<file path="config.mk">
export PLATFORM = sky130hd
export DESIGN_NAME = capture_ctrl_mc
export DESIGN_NICKNAME = d
export VERILOG_FILES = /design/src/rtl/capture_pkg.sv /design/src/rtl/trig_edge_det.sv /design/src/rtl/capture_ctrl_mc.sv
export SDC_FILE = /design/constraint.sdc
export NUM_CORES = 1
export LEC_CHECK = 0
export ABC_CLOCK_PERIOD_IN_PS = 4500
export BUFFER_PORTS_ARGS = -buffer_cell sky130_fd_sc_hd__buf_4
export CAP_MARGIN = 30
export CELL_PAD_IN_SITES_DETAIL_PLACEMENT = 1
export CELL_PAD_IN_SITES_GLOBAL_PLACEMENT = 2
export CORE_UTILIZATION = 37
export DETAILED_ROUTE_END_ITERATION = 7
export PLACE_DENSITY = 0.89
export SYNTH_ARGS = -nofsm -noshare
export SYNTH_HDL_FRONTEND = slang
export SYNTH_HIERARCHICAL = 1
export SYNTH_SLANG_ARGS = --single-unit
</file>
<file path="constraint.sdc">
create_clock -name clk -period 4.5 [get_ports clk]
set_clock_uncertainty 0.15 [all_clocks]
set_input_delay 0 -clock clk [delete_from_list [all_inputs] [get_ports clk]]
set_output_delay 0 -clock clk [all_outputs]
set_load 0.02 [all_outputs]
</file>
<file path="src/rtl/capture_pkg.sv">
// -----------------------------------------------------------------------------
// capture_pkg
// Shared types and constants for the capture controller:
//   cap_state_t : capture state machine encoding
//   DEC_CNT_W   : width of the decimation strobe counter
//   dec_limit() : terminal count of the decimation counter for a given exponent
// -----------------------------------------------------------------------------
package capture_pkg;

    localparam int DEC_CNT_W = 15;

    typedef enum logic [2:0] {
        ST_IDLE,
        ST_PREFILL,
        ST_ARMED,
        ST_POST,
        ST_DONE
    } cap_state_t;

    // 2^pwr - 1, computed one bit wider so pwr = 15 yields all ones.
    function automatic logic [DEC_CNT_W-1:0] dec_limit(input logic [3:0] pwr);
        logic [DEC_CNT_W:0] one_hot;
        one_hot = (DEC_CNT_W+1)'(1) << pwr;
        return DEC_CNT_W'(one_hot - (DEC_CNT_W+1)'(1));
    endfunction

endpackage

</file>
<file path="src/rtl/trig_edge_det.sv">
// -----------------------------------------------------------------------------
// trig_edge_det
// Selects one trigger channel, registers its level and flags the chosen edge.
// Ports:
//   clk, rst    : system clock, asynchronous active-high reset
//   trig_in     : per-channel trigger levels (synchronous)
//   src         : channel select; out-of-range values never produce a pulse
//   pos_edge    : 1 = rising edge, 0 = falling edge
//   edge_pulse  : one-cycle pulse, high the cycle after the edge is registered
// -----------------------------------------------------------------------------
module trig_edge_det #(
    parameter int NUM_CH = 3,
    parameter int CH_W   = (NUM_CH > 1) ? $clog2(NUM_CH) : 1
) (
    input  logic              clk,
    input  logic              rst,
    input  logic [NUM_CH-1:0] trig_in,
    input  logic [CH_W-1:0]   src,
    input  logic              pos_edge,
    output logic              edge_pulse
);

    logic sel_lvl;
    logic src_ok;
    logic lvl_q, lvl_d;
    logic lvl_prev_q, lvl_prev_d;

    always_comb begin
        sel_lvl = 1'b0;
        src_ok  = 1'b0;
        for (int i = 0; i < NUM_CH; i++) begin
            if (src == CH_W'(i)) begin
                sel_lvl = trig_in[i];
                src_ok  = 1'b1;
            end
        end
        lvl_d      = sel_lvl;
        lvl_prev_d = lvl_q;
    end

    always_ff @(posedge clk or posedge rst) begin
        if (rst) begin
            lvl_q      <= 1'b0;
            lvl_prev_q <= 1'b0;
        end else begin
            lvl_q      <= lvl_d;
            lvl_prev_q <= lvl_prev_d;
        end
    end

    // A transition is seen between the two registered samples; its direction
    // must match the selected polarity.
    assign edge_pulse = src_ok & (lvl_q ^ lvl_prev_q) & (lvl_q == pos_edge);

endmodule

</file>
<file path="src/rtl/capture_ctrl_mc.sv">
// -----------------------------------------------------------------------------
// capture_ctrl_mc
// Decimating capture controller feeding a circular trace RAM: pre-trigger
// fill, selectable-edge trigger on one of NUM_CH channels, programmable
// post-trigger length, result held until acknowledged.
// Ports:
//   clk, rst        : system clock, asynchronous active-high reset
//   start, stop     : capture start (IDLE only) / abort to IDLE (stop wins)
//   smpl_vld        : one strobe per ADC sample
//   trig_in         : per-channel trigger levels
//   trig_src        : trigger channel select (latched on start)
//   trig_pos_edge   : 1 rising / 0 falling trigger edge (latched on start)
//   autoroll        : first kept sample in ARMED is the trigger
//   dec_pwr         : keep 1 of every 2^dec_pwr strobes (latched on start)
//   trig_pos        : samples stored after the trigger (latched on start)
//   clr_done        : acknowledges capture_done
//   we, waddr       : registered trace RAM write port
//   armed           : PREFILL / ARMED / POST
//   triggered       : trigger accepted, until back in IDLE
//   capture_done    : result held in DONE
//   trace_end       : address of the last written sample
// -----------------------------------------------------------------------------
module capture_ctrl_mc #(
    parameter int ADDR_W = 9,
    parameter int NUM_CH = 3,
    parameter int CH_W   = (NUM_CH > 1) ? $clog2(NUM_CH) : 1
) (
    input  logic              clk,
    input  logic              rst,
    input  logic              start,
    input  logic              stop,
    input  logic              smpl_vld,
    input  logic [NUM_CH-1:0] trig_in,
    input  logic [CH_W-1:0]   trig_src,
    input  logic              trig_pos_edge,
    input  logic              autoroll,
    input  logic [3:0]        dec_pwr,
    input  logic [ADDR_W-1:0] trig_pos,
    input  logic              clr_done,
    output logic              we,
    output logic [ADDR_W-1:0] waddr,
    output logic              armed,
    output logic              triggered,
    output logic              capture_done,
    output logic [ADDR_W-1:0] trace_end
);

    import capture_pkg::*;

    cap_state_t           state_q, state_d;
    logic [3:0]           dec_pwr_q, dec_pwr_d;
    logic [ADDR_W-1:0]    trig_pos_q, trig_pos_d;
    logic [CH_W-1:0]      trig_src_q, trig_src_d;
    logic                 pos_edge_q, pos_edge_d;
    logic [DEC_CNT_W-1:0] dec_cnt_q, dec_cnt_d;
    logic [ADDR_W-1:0]    cnt_q, cnt_d;
    logic                 trig_pend_q, trig_pend_d;
    logic [ADDR_W-1:0]    ptr_q, ptr_d;
    logic                 we_q, we_d;
    logic [ADDR_W-1:0]    waddr_q, waddr_d;
    logic                 armed_q, armed_d;
    logic                 triggered_q, triggered_d;
    logic                 capture_done_q, capture_done_d;
    logic [ADDR_W-1:0]    trace_end_q, trace_end_d;

    logic                 edge_pulse;
    logic                 keep;
    logic                 active;
    logic                 write;
    logic [ADDR_W-1:0]    cnt_inc;

    trig_edge_det #(
        .NUM_CH (NUM_CH),
        .CH_W   (CH_W)
    ) u_edge (
        .clk        (clk),
        .rst        (rst),
        .trig_in    (trig_in),
        .src        (trig_src_q),
        .pos_edge   (pos_edge_q),
        .edge_pulse (edge_pulse)
    );

    always_comb begin
        state_d        = state_q;
        dec_pwr_d      = dec_pwr_q;
        trig_pos_d     = trig_pos_q;
        trig_src_d     = trig_src_q;
        pos_edge_d     = pos_edge_q;
        dec_cnt_d      = dec_cnt_q;
        cnt_d          = cnt_q;
        trig_pend_d    = trig_pend_q;
        ptr_d          = ptr_q;
        we_d           = 1'b0;
        waddr_d        = waddr_q;
        triggered_d    = triggered_q;
        trace_end_d    = trace_end_q;
        write          = 1'b0;
        cnt_inc        = cnt_q + ADDR_W'(1);

        active = (state_q == ST_PREFILL) || (state_q == ST_ARMED) || (state_q == ST_POST);
        keep   = smpl_vld && (dec_cnt_q == dec_limit(dec_pwr_q));

        if (active && smpl_vld) begin
            dec_cnt_d = keep ? '0 : dec_cnt_q + DEC_CNT_W'(1);
        end

        if (stop) begin
            state_d = ST_IDLE;
        end else begin
            case (state_q)
                ST_IDLE: begin
                    if (start) begin
                        dec_pwr_d   = dec_pwr;
                        trig_pos_d  = trig_pos;
                        trig_src_d  = trig_src;
                        pos_edge_d  = trig_pos_edge;
                        dec_cnt_d   = '0;
                        cnt_d       = '0;
                        trig_pend_d = 1'b0;
                        // Pre-fill length is DEPTH-1-trig_pos, i.e. ~trig_pos.
                        state_d     = (trig_pos == '1) ? ST_ARMED : ST_PREFILL;
                    end
                end
                ST_PREFILL: begin
                    if (keep) begin
                        write = 1'b1;
                        cnt_d = cnt_inc;
                        if (cnt_inc == ~trig_pos_q) begin
                            state_d = ST_ARMED;
                        end
                    end
                end
                ST_ARMED: begin
                    if (keep) begin
                        write = 1'b1;
                    end
                    if (keep && (trig_pend_q || autoroll)) begin
                        trig_pend_d = 1'b0;
                        triggered_d = 1'b1;
                        cnt_d       = '0;
                        if (trig_pos_q == '0) begin
                            state_d     = ST_DONE;
                            trace_end_d = ptr_q;
                        end else begin
                            state_d = ST_POST;
                        end
                    end else if (edge_pulse) begin
                        trig_pend_d = 1'b1;
                    end
                end
                ST_POST: begin
                    if (keep) begin
                        write = 1'b1;
                        cnt_d = cnt_inc;
                        if (cnt_inc == trig_pos_q) begin
                            state_d     = ST_DONE;
                            trace_end_d = ptr_q;
                        end
                    end
                end
                ST_DONE: begin
                    if (clr_done) begin
                        state_d = ST_IDLE;
                    end
                end
                default: state_d = ST_IDLE;
            endcase
        end

        if (write) begin
            we_d    = 1'b1;
            waddr_d = ptr_q;
            ptr_d   = ptr_q + ADDR_W'(1);
        end

        armed_d = (state_d == ST_PREFILL) || (state_d == ST_ARMED) || (state_d == ST_POST);
        if (state_d == ST_IDLE) begin
            triggered_d = 1'b0;
        end
        // Delayed by one cycle so it rises after the final we pulse.
        capture_done_d = (state_q == ST_DONE) && (state_d == ST_DONE);
    end

    always_ff @(posedge clk or posedge rst) begin
        if (rst) begin
            state_q        <= ST_IDLE;
            dec_pwr_q      <= '0;
            trig_pos_q     <= '0;
            trig_src_q     <= '0;
            pos_edge_q     <= 1'b0;
            dec_cnt_q      <= '0;
            cnt_q          <= '0;
            trig_pend_q    <= 1'b0;
            ptr_q          <= '0;
            we_q           <= 1'b0;
            waddr_q        <= '0;
            armed_q        <= 1'b0;
            triggered_q    <= 1'b0;
            capture_done_q <= 1'b0;
            trace_end_q    <= '0;
        end else begin
            state_q        <= state_d;
            dec_pwr_q      <= dec_pwr_d;
            trig_pos_q     <= trig_pos_d;
            trig_src_q     <= trig_src_d;
            pos_edge_q     <= pos_edge_d;
            dec_cnt_q      <= dec_cnt_d;
            cnt_q          <= cnt_d;
            trig_pend_q    <= trig_pend_d;
            ptr_q          <= ptr_d;
            we_q           <= we_d;
            waddr_q        <= waddr_d;
            armed_q        <= armed_d;
            triggered_q    <= triggered_d;
            capture_done_q <= capture_done_d;
            trace_end_q    <= trace_end_d;
        end
    end

    assign we           = we_q;
    assign waddr        = waddr_q;
    assign armed        = armed_q;
    assign triggered    = triggered_q;
    assign capture_done = capture_done_q;
    assign trace_end    = trace_end_q;

endmodule

</file>
# --- After elaboration in Yosys (flattened, before gate mapping) ---
# Cells that the tools add are included.
op_classes:
  n_addsub: 4
  eq_ne: 23
  n_shift: 1
  muxes: 43
  n_bitwise: 5
  n_reduce_logical: 25
op_table:
  columns: ["operator", "count"]
  rows:
  - ["$mux W15", 5]
  - ["$mux W9", 7]
  - ["$mux W3", 9]
  - ["$pmux W9 S3", 1]
  - ["$add A9 B1 Y9 const B", 2]
  - ["$eq A9 B9 Y1", 2]
  - ["$pmux W9 S2", 1]
  - ["$mux W1", 17]
  - ["$add A15 B1 Y15 const B", 1]
  - ["$eq A15 B15 Y1", 1]
  - ["$pmux W3 S5", 1]
  - ["$shl A1 B4 Y15 const A", 1]
  - ["$sub A15 B1 Y15 const B", 1]
  - ["$eq A3 B2 Y1 const B", 4]
  - ["$ne A2 B1 Y1 const B", 5]
  - ["$eq A9 B9 Y1 const B", 1]
  - ["$logic_not A9 Y1", 1]
  - ["$not A9 Y9", 1]
  - ["$reduce_bool A2 Y1", 4]
  - ["$eq A3 B1 Y1 const B", 2]
  - ["$eq A3 B3 Y1 const B", 2]
  - ["$logic_not A3 Y1", 2]
  - ["$reduce_and A3 Y1", 2]
  - ["$reduce_and A6 Y1", 1]
  - ["other kinds (18)", 27]
totals:
  reg_bits: 77
  inputBits: 26
  wordCells: 118

# --- Longest topological paths before layout ---
logic_depth:
  word_depth: 11
  depth_mapped: 16
  mapped_depth_nobuf: 11

# --- Hierarchy ---
# Netlist, hierarchy kept.
by_module_without_submodules:
  columns: ["mod", "n_inst", "cells_each", "area_per_inst_um2"]
  rows:
  - ["capture_ctrl_mc", 1, 440, 4279.1]
  - ["trig_edge_det", 1, 9, 105.1]

# --- Least setup slack after synthesis ---
# No wires, ideal clock.
synth_path:
  path_type: "register -> register"
  start: "register dec_pwr_q[3]"
  end: "register trace_end_q[0] (netlist: trace_end[0])"
  arrival_time_ns: 3.389
  required_ns: 4.225
  slack_ns: 0.836
  stages_incl_launch_ff: 15
  n_path_buf: 4
  path_cell_list: "dfrtp_1 > buf_2 > buf_2 > nor2_1 > nand2_1 > ha_1 > buf_4 > or3b_1 > a211o_1 > o211ai_2 > nand4_1 > or4_1 > buf_6 > a2111oi_4 > mux2_2"
synth_between:
  elab_chain_cells: 7
  elab_cells_between_ends: 8
synth_lines:
  columns: ["item", "line_no", "text"]
  rows:
  - ["from (decl)", "capture_ctrl_mc.sv:51", "logic [3:0] dec_pwr_q, dec_pwr_d;"]
  - ["from (signal assigned)", "capture_ctrl_mc.sv:204", "dec_pwr_q <= dec_pwr_d;"]
  - ["$shl A1 B4 Y15 *", "capture_pkg.sv:23", "one_hot = (DEC_CNT_W+1)'(1) << pwr;"]
  - ["$sub A15 B1 Y15 *", "capture_pkg.sv:24", "return DEC_CNT_W'(one_hot - (DEC_CNT_W+1)'(1));"]
  - ["$eq A15 B15 Y1 *", "capture_ctrl_mc.sv:102", "keep = smpl_vld && (dec_cnt_q == dec_limit(dec_pwr_q));"]
  - ["$logic_and A1 B1 Y1 *", "capture_ctrl_mc.sv:102", null]
  - ["$logic_and A1 B1 Y1", "capture_ctrl_mc.sv:138", "if (keep && (trig_pend_q || autoroll)) begin"]
  - ["$ne A2 B1 Y1 (no source line)", null, null]
  - ["$reduce_and A6 Y1 (no source line) *", null, null]
  - ["to (signal assigned)", "capture_ctrl_mc.sv:217", "trace_end_q <= trace_end_d;"]
  - ["to (decl)", "capture_ctrl_mc.sv:64", "logic [ADDR_W-1:0] trace_end_q, trace_end_d;"]
# Mark *: on every way between the ends. The rest lies on a longest branch, timed or not.
# A chain may end at the register's enable or synchronous reset.

# --- Final worst setup path ---
layout_path:
  start: "register dec_pwr_q[1]"
  end: "register ptr_q[8]"
layout_between:
  elab_chain_cells: 7
layout_lines:
  columns: ["item", "line_no", "text"]
  rows:
  - ["$shl A1 B4 Y15", "capture_pkg.sv:23", null]
  - ["$sub A15 B1 Y15", "capture_pkg.sv:24", null]
  - ["$eq A15 B15 Y1", "capture_ctrl_mc.sv:102", null]
  - ["$logic_and A1 B1 Y1", "capture_ctrl_mc.sv:102", null]
  - ["$mux W1", "capture_ctrl_mc.sv:126, capture_ctrl_mc.sv:135, capture_ctrl_mc.sv:153", null]
  - ["$mux W1", null, null]
  - ["$mux W1", "capture_ctrl_mc.sv:108", "if (stop) begin"]
  - ["to (signal assigned)", "capture_ctrl_mc.sv:211", "ptr_q <= ptr_d;"]
  - ["to (decl)", "capture_ctrl_mc.sv:58", "logic [ADDR_W-1:0] ptr_q, ptr_d;"]
# No other way between the ends.

==> out/qor.yml <==
status:
  status: "complete, no violations"
place:
  placed_cells: 625
  io_buffer_count: 47
  preCtsSetupSlack_ns: 0.582
  place.detailed.hpwl_um: 8610
  place_congestion: 0.850
timing:
  clock.fmax_mhz: 249
  totalNegativeSetupSlack_ns: 0
  slew_headroom: 0.434
  timing.final.crit_share: 0.892
  slew_of_the_pin_with_the_lowest_slew_margin_ns: 0.842
  final_hold_viol_count: 0
  final_setup_violation_count: 0
  setup_repair_after_global_routing_missed_its_margin: "false"
  final_critical_path_setup_slack_ns: 0.485
  finalWorstPathRequiredPeriod_ns: 4.02
  timing_max_transition_violations_final: 0
final_layout:
  finish.utilization: 0.476
  final_layout_size_suffix_gt1_frac: 0.227
  antenna_cells: 0
  flow.area_growth_from_synthesis_pct: 24.5
  finish.net_count: 549
  final_cell_count_no_fill: 667
global_route:
  grt-ovfl-total: 0
  antenna_found_initial: 0
  grt_busiest_layer: "met2"
  groute.layer.met3.usage: 0.0355
  met2_usage: 0.364
  largest_net_degree_at_the_start_of_global_routing: 35
  grtUsageMet1: 0.277
  first_global_vias: 3988
  grtUsageTotal: 0.216
  grt_first_pass_wirelength_um: 21000
cts:
  post_cts_buffers: 0
  cts_tree: "built"
  h_tree_lvl_count: 3
  maximum_clock_path_buffer_count: 2
  cts-root-buf: "sky130_fd_sc_hd__clkbuf_16"
  clock_latency_ns: 0.35
  clkTransAtPathRegs_ns: 0.07
  cts_made_buffers: 9
  clock_sinks: 77
worst_setup_path:
  crit_path_cell_trace: "nor2_1, nand2_1, ha_1, or3b_1, a211o_1, o211ai_2, nand4_1, or4_1, nor4b_2, nand4_1, xnor2_1"
  cp-start-kind: "flop"
  critPathSlowestCell: "sky130_fd_sc_hd__dfrtp_1"
  critPathMostFrequentCell: "sky130_fd_sc_hd__nand4_1"
  path_buf_inv: 0
  worstPathMaxFanout: 17
  worst_ep_required_time_ns: 4.59
  crit_family: "simple AND/OR/NAND/NOR gates"
  critical_path.endpoint_type: "flop"
  arrival_ns: 4.10
  path_class: "reg2reg"
  crit_path_max_incr_delay_ns: 0.63
floorplan:
  fp.dieW_um: 111
  rows: 39
  die_y_um: 111
  top_level_ports: 48
  die-area_um2: 12300
  start_util: 0.382
  fp.coreArea_um2: 11500
detailed_routing:
  ant_nets: 0
  wl_per_cell_um: 18.6
  detailroute.via_count: 3707
  postRouteWirelength_um: 12400
  via_per_inst: 5.56
  drt-initial-drc-count: 209
  drtPass1Iterations: 4
  drc_errors: 0
logic_synthesis:
  netlist_instances: 449
  post-synth-top-count-cell: "sky130_fd_sc_hd__dfrtp_1"
  synth.cell_area_um2: 4380
  postSynth.topFlopCell: "sky130_fd_sc_hd__dfrtp_1"
  synth.yosys.warnings: 6
  number_of_enable_flip_flop_cells_after_synthesis: 0
  syn-mean-instance-area_um2: 9.76
  postSynthNetCount: 479
  yosysTopAreaCellShare: 0.439
  leading_area_contributor_after_synthesis: "sky130_fd_sc_hd__dfrtp_1"
  seq_area_frac_synth: 0.439
  synth_async_sr_flop_share: 1.00
  netlist_top_cells_area: "sky130_fd_sc_hd__dfrtp_1 44%, sky130_fd_sc_hd__mux2_2 8.5%, sky130_fd_sc_hd__xnor2_1 4.8%"
  synth_top_cells_by_count: "77 x sky130_fd_sc_hd__dfrtp_1, 40 x sky130_fd_sc_hd__nor2_1, 33 x sky130_fd_sc_hd__mux2_2, 32 x sky130_fd_sc_hd__nand2_1, 24 x sky130_fd_sc_hd__xnor2_1"
  synth.ff_latch_count: 77
  number_of_distinct_library_cells_after_synthesis: 63
pwr:
  p_total_mw: 2.17
  power.ir.vdd_worst_v: 0.000220
  reported_leakage_power_nw: 2.38
  p_per_area_nw_per_um2: 398
flow_run:
  timing.max_cap.violations: 0
worst_hold_path:
  hp-class: "in2async"
## cell type report
| class | instances | area [um2] |
|---|---|---|
| clock inverter | 7 | 82.6 |
| sequential | 77 | 1930 |
| multi-input combinational | 331 | 2280 |
| inverter | 17 | 63.8 |
| fill | 1308 | 6010 |
| clock buffer | 9 | 225 |
| timing repair buffer | 83 | 698 |
| tap | 143 | 179 |
## tightest hold or removal path: stages
cell                            delay [ns]
sky130_fd_sc_hd__dlygate4sd3_1        0.54
sky130_fd_sc_hd__buf_4                0.14
sky130_fd_sc_hd__inv_2                0.27
## kinds of logic (layout without fill, tap and decap cells)
| kind of cell | count (synthesis) | in the layout | synth area share |
|---|---|---|---|
| AOI/OAI and AO/OA | 85 | 85 | 0.136 |
| xor gates and xnor gates | 38 | 38 | 0.0759 |
| adders and majority gates | 4 | 4 | 0.0114 |
| buffers and inverters | 41 | 116 | 0.0414 |
| DFF | 77 | 77 | 0.439 |
| muxes | 39 | 39 | 0.0985 |
| and+or+nand+nor | 165 | 165 | 0.197 |
## power breakdown
group	switching, mW	internal (mW)	leakage [nW]
Sequential	0.128	0.759	1.03
Clock	0.325	0.438	0.145
Combinational	0.274	0.245	1.20
## through the flow
stage               hold WS (ns)  cell area (um2)
floorplan                 -0.409             4380
global placement          -0.270             4870
detailed placement        -0.264             4890
CTS                       0.0509             5450
global route              0.0899             5460
finish                    0.0502             5460
## final timing paths
path,startpoint,endpoint,slack [ns],depth (start not counted)
max,dec_pwr_q[1]$_DFFE_PP0P_,ptr_q[8]$_DFFE_PP0P_,0.48,11
min in group clk,smpl_vld,dec_cnt_q[1]$_DFF_PP0_,0.13,5
min,rst,dec_cnt_q[1]$_DFF_PP0_,0.05,3
max in group asynchronous,rst,dec_pwr_q[2]$_DFFE_PP0P_,3.43,4
min reg2reg,u_edge/lvl_prev_d$_DFF_PP0_,u_edge/lvl_prev_q$_DFF_PP0_,0.28,0
max reg2reg,dec_pwr_q[1]$_DFFE_PP0P_,ptr_q[8]$_DFFE_PP0P_,0.48,11
## per-layer routing
layer / wire (um) / share of wire
met4: 257 / 0.021
met3: 365 / 0.029
met5: 0 / 0
met2: 6050 / 0.49
met1: 5720 / 0.46
## registers in the layout (all words and copies together), names as in the netlist, 2 cells and up
register / cells
dec_cnt_q: 15
cnt_q: 9
ptr_q: 9
trace_end: 9
trig_pos_q: 9
waddr: 9
dec_pwr_q: 4
state_q: 3
trig_src_q: 2
## cells in the final DEF (no fill, tap or decap), drive strengths merged, types with 2 or more instances in the layout
master and n:
a211o 2, a211oi 4, a21o 5, a21oi 12
a22oi 2, a31oi 9, a32oi 3, and2 6
and3 5, and4 2, buf 58, clkbuf 9
clkinvlp 2, dfrtp 77, dlygate4sd3 25, ha 4
inv 20, mux2 33, mux2i 6, nand2 32
nand2b 4, nand3 22, nand3b 4, nand4 15
nor2 40, nor2b 4, nor3 10, nor3b 2
nor4 4, nor4b 5, o211ai 5, o21ai 23
o22ai 3, o31a 3, or2 2, or3b 2
or4 2, xnor2 24, xor2 14
## timing repair
item                      CTS  global route
hold endpoints to repair  103             0
hold buffers               25             0
resized for setup           0             0
(Power assumes the default switching activity.)
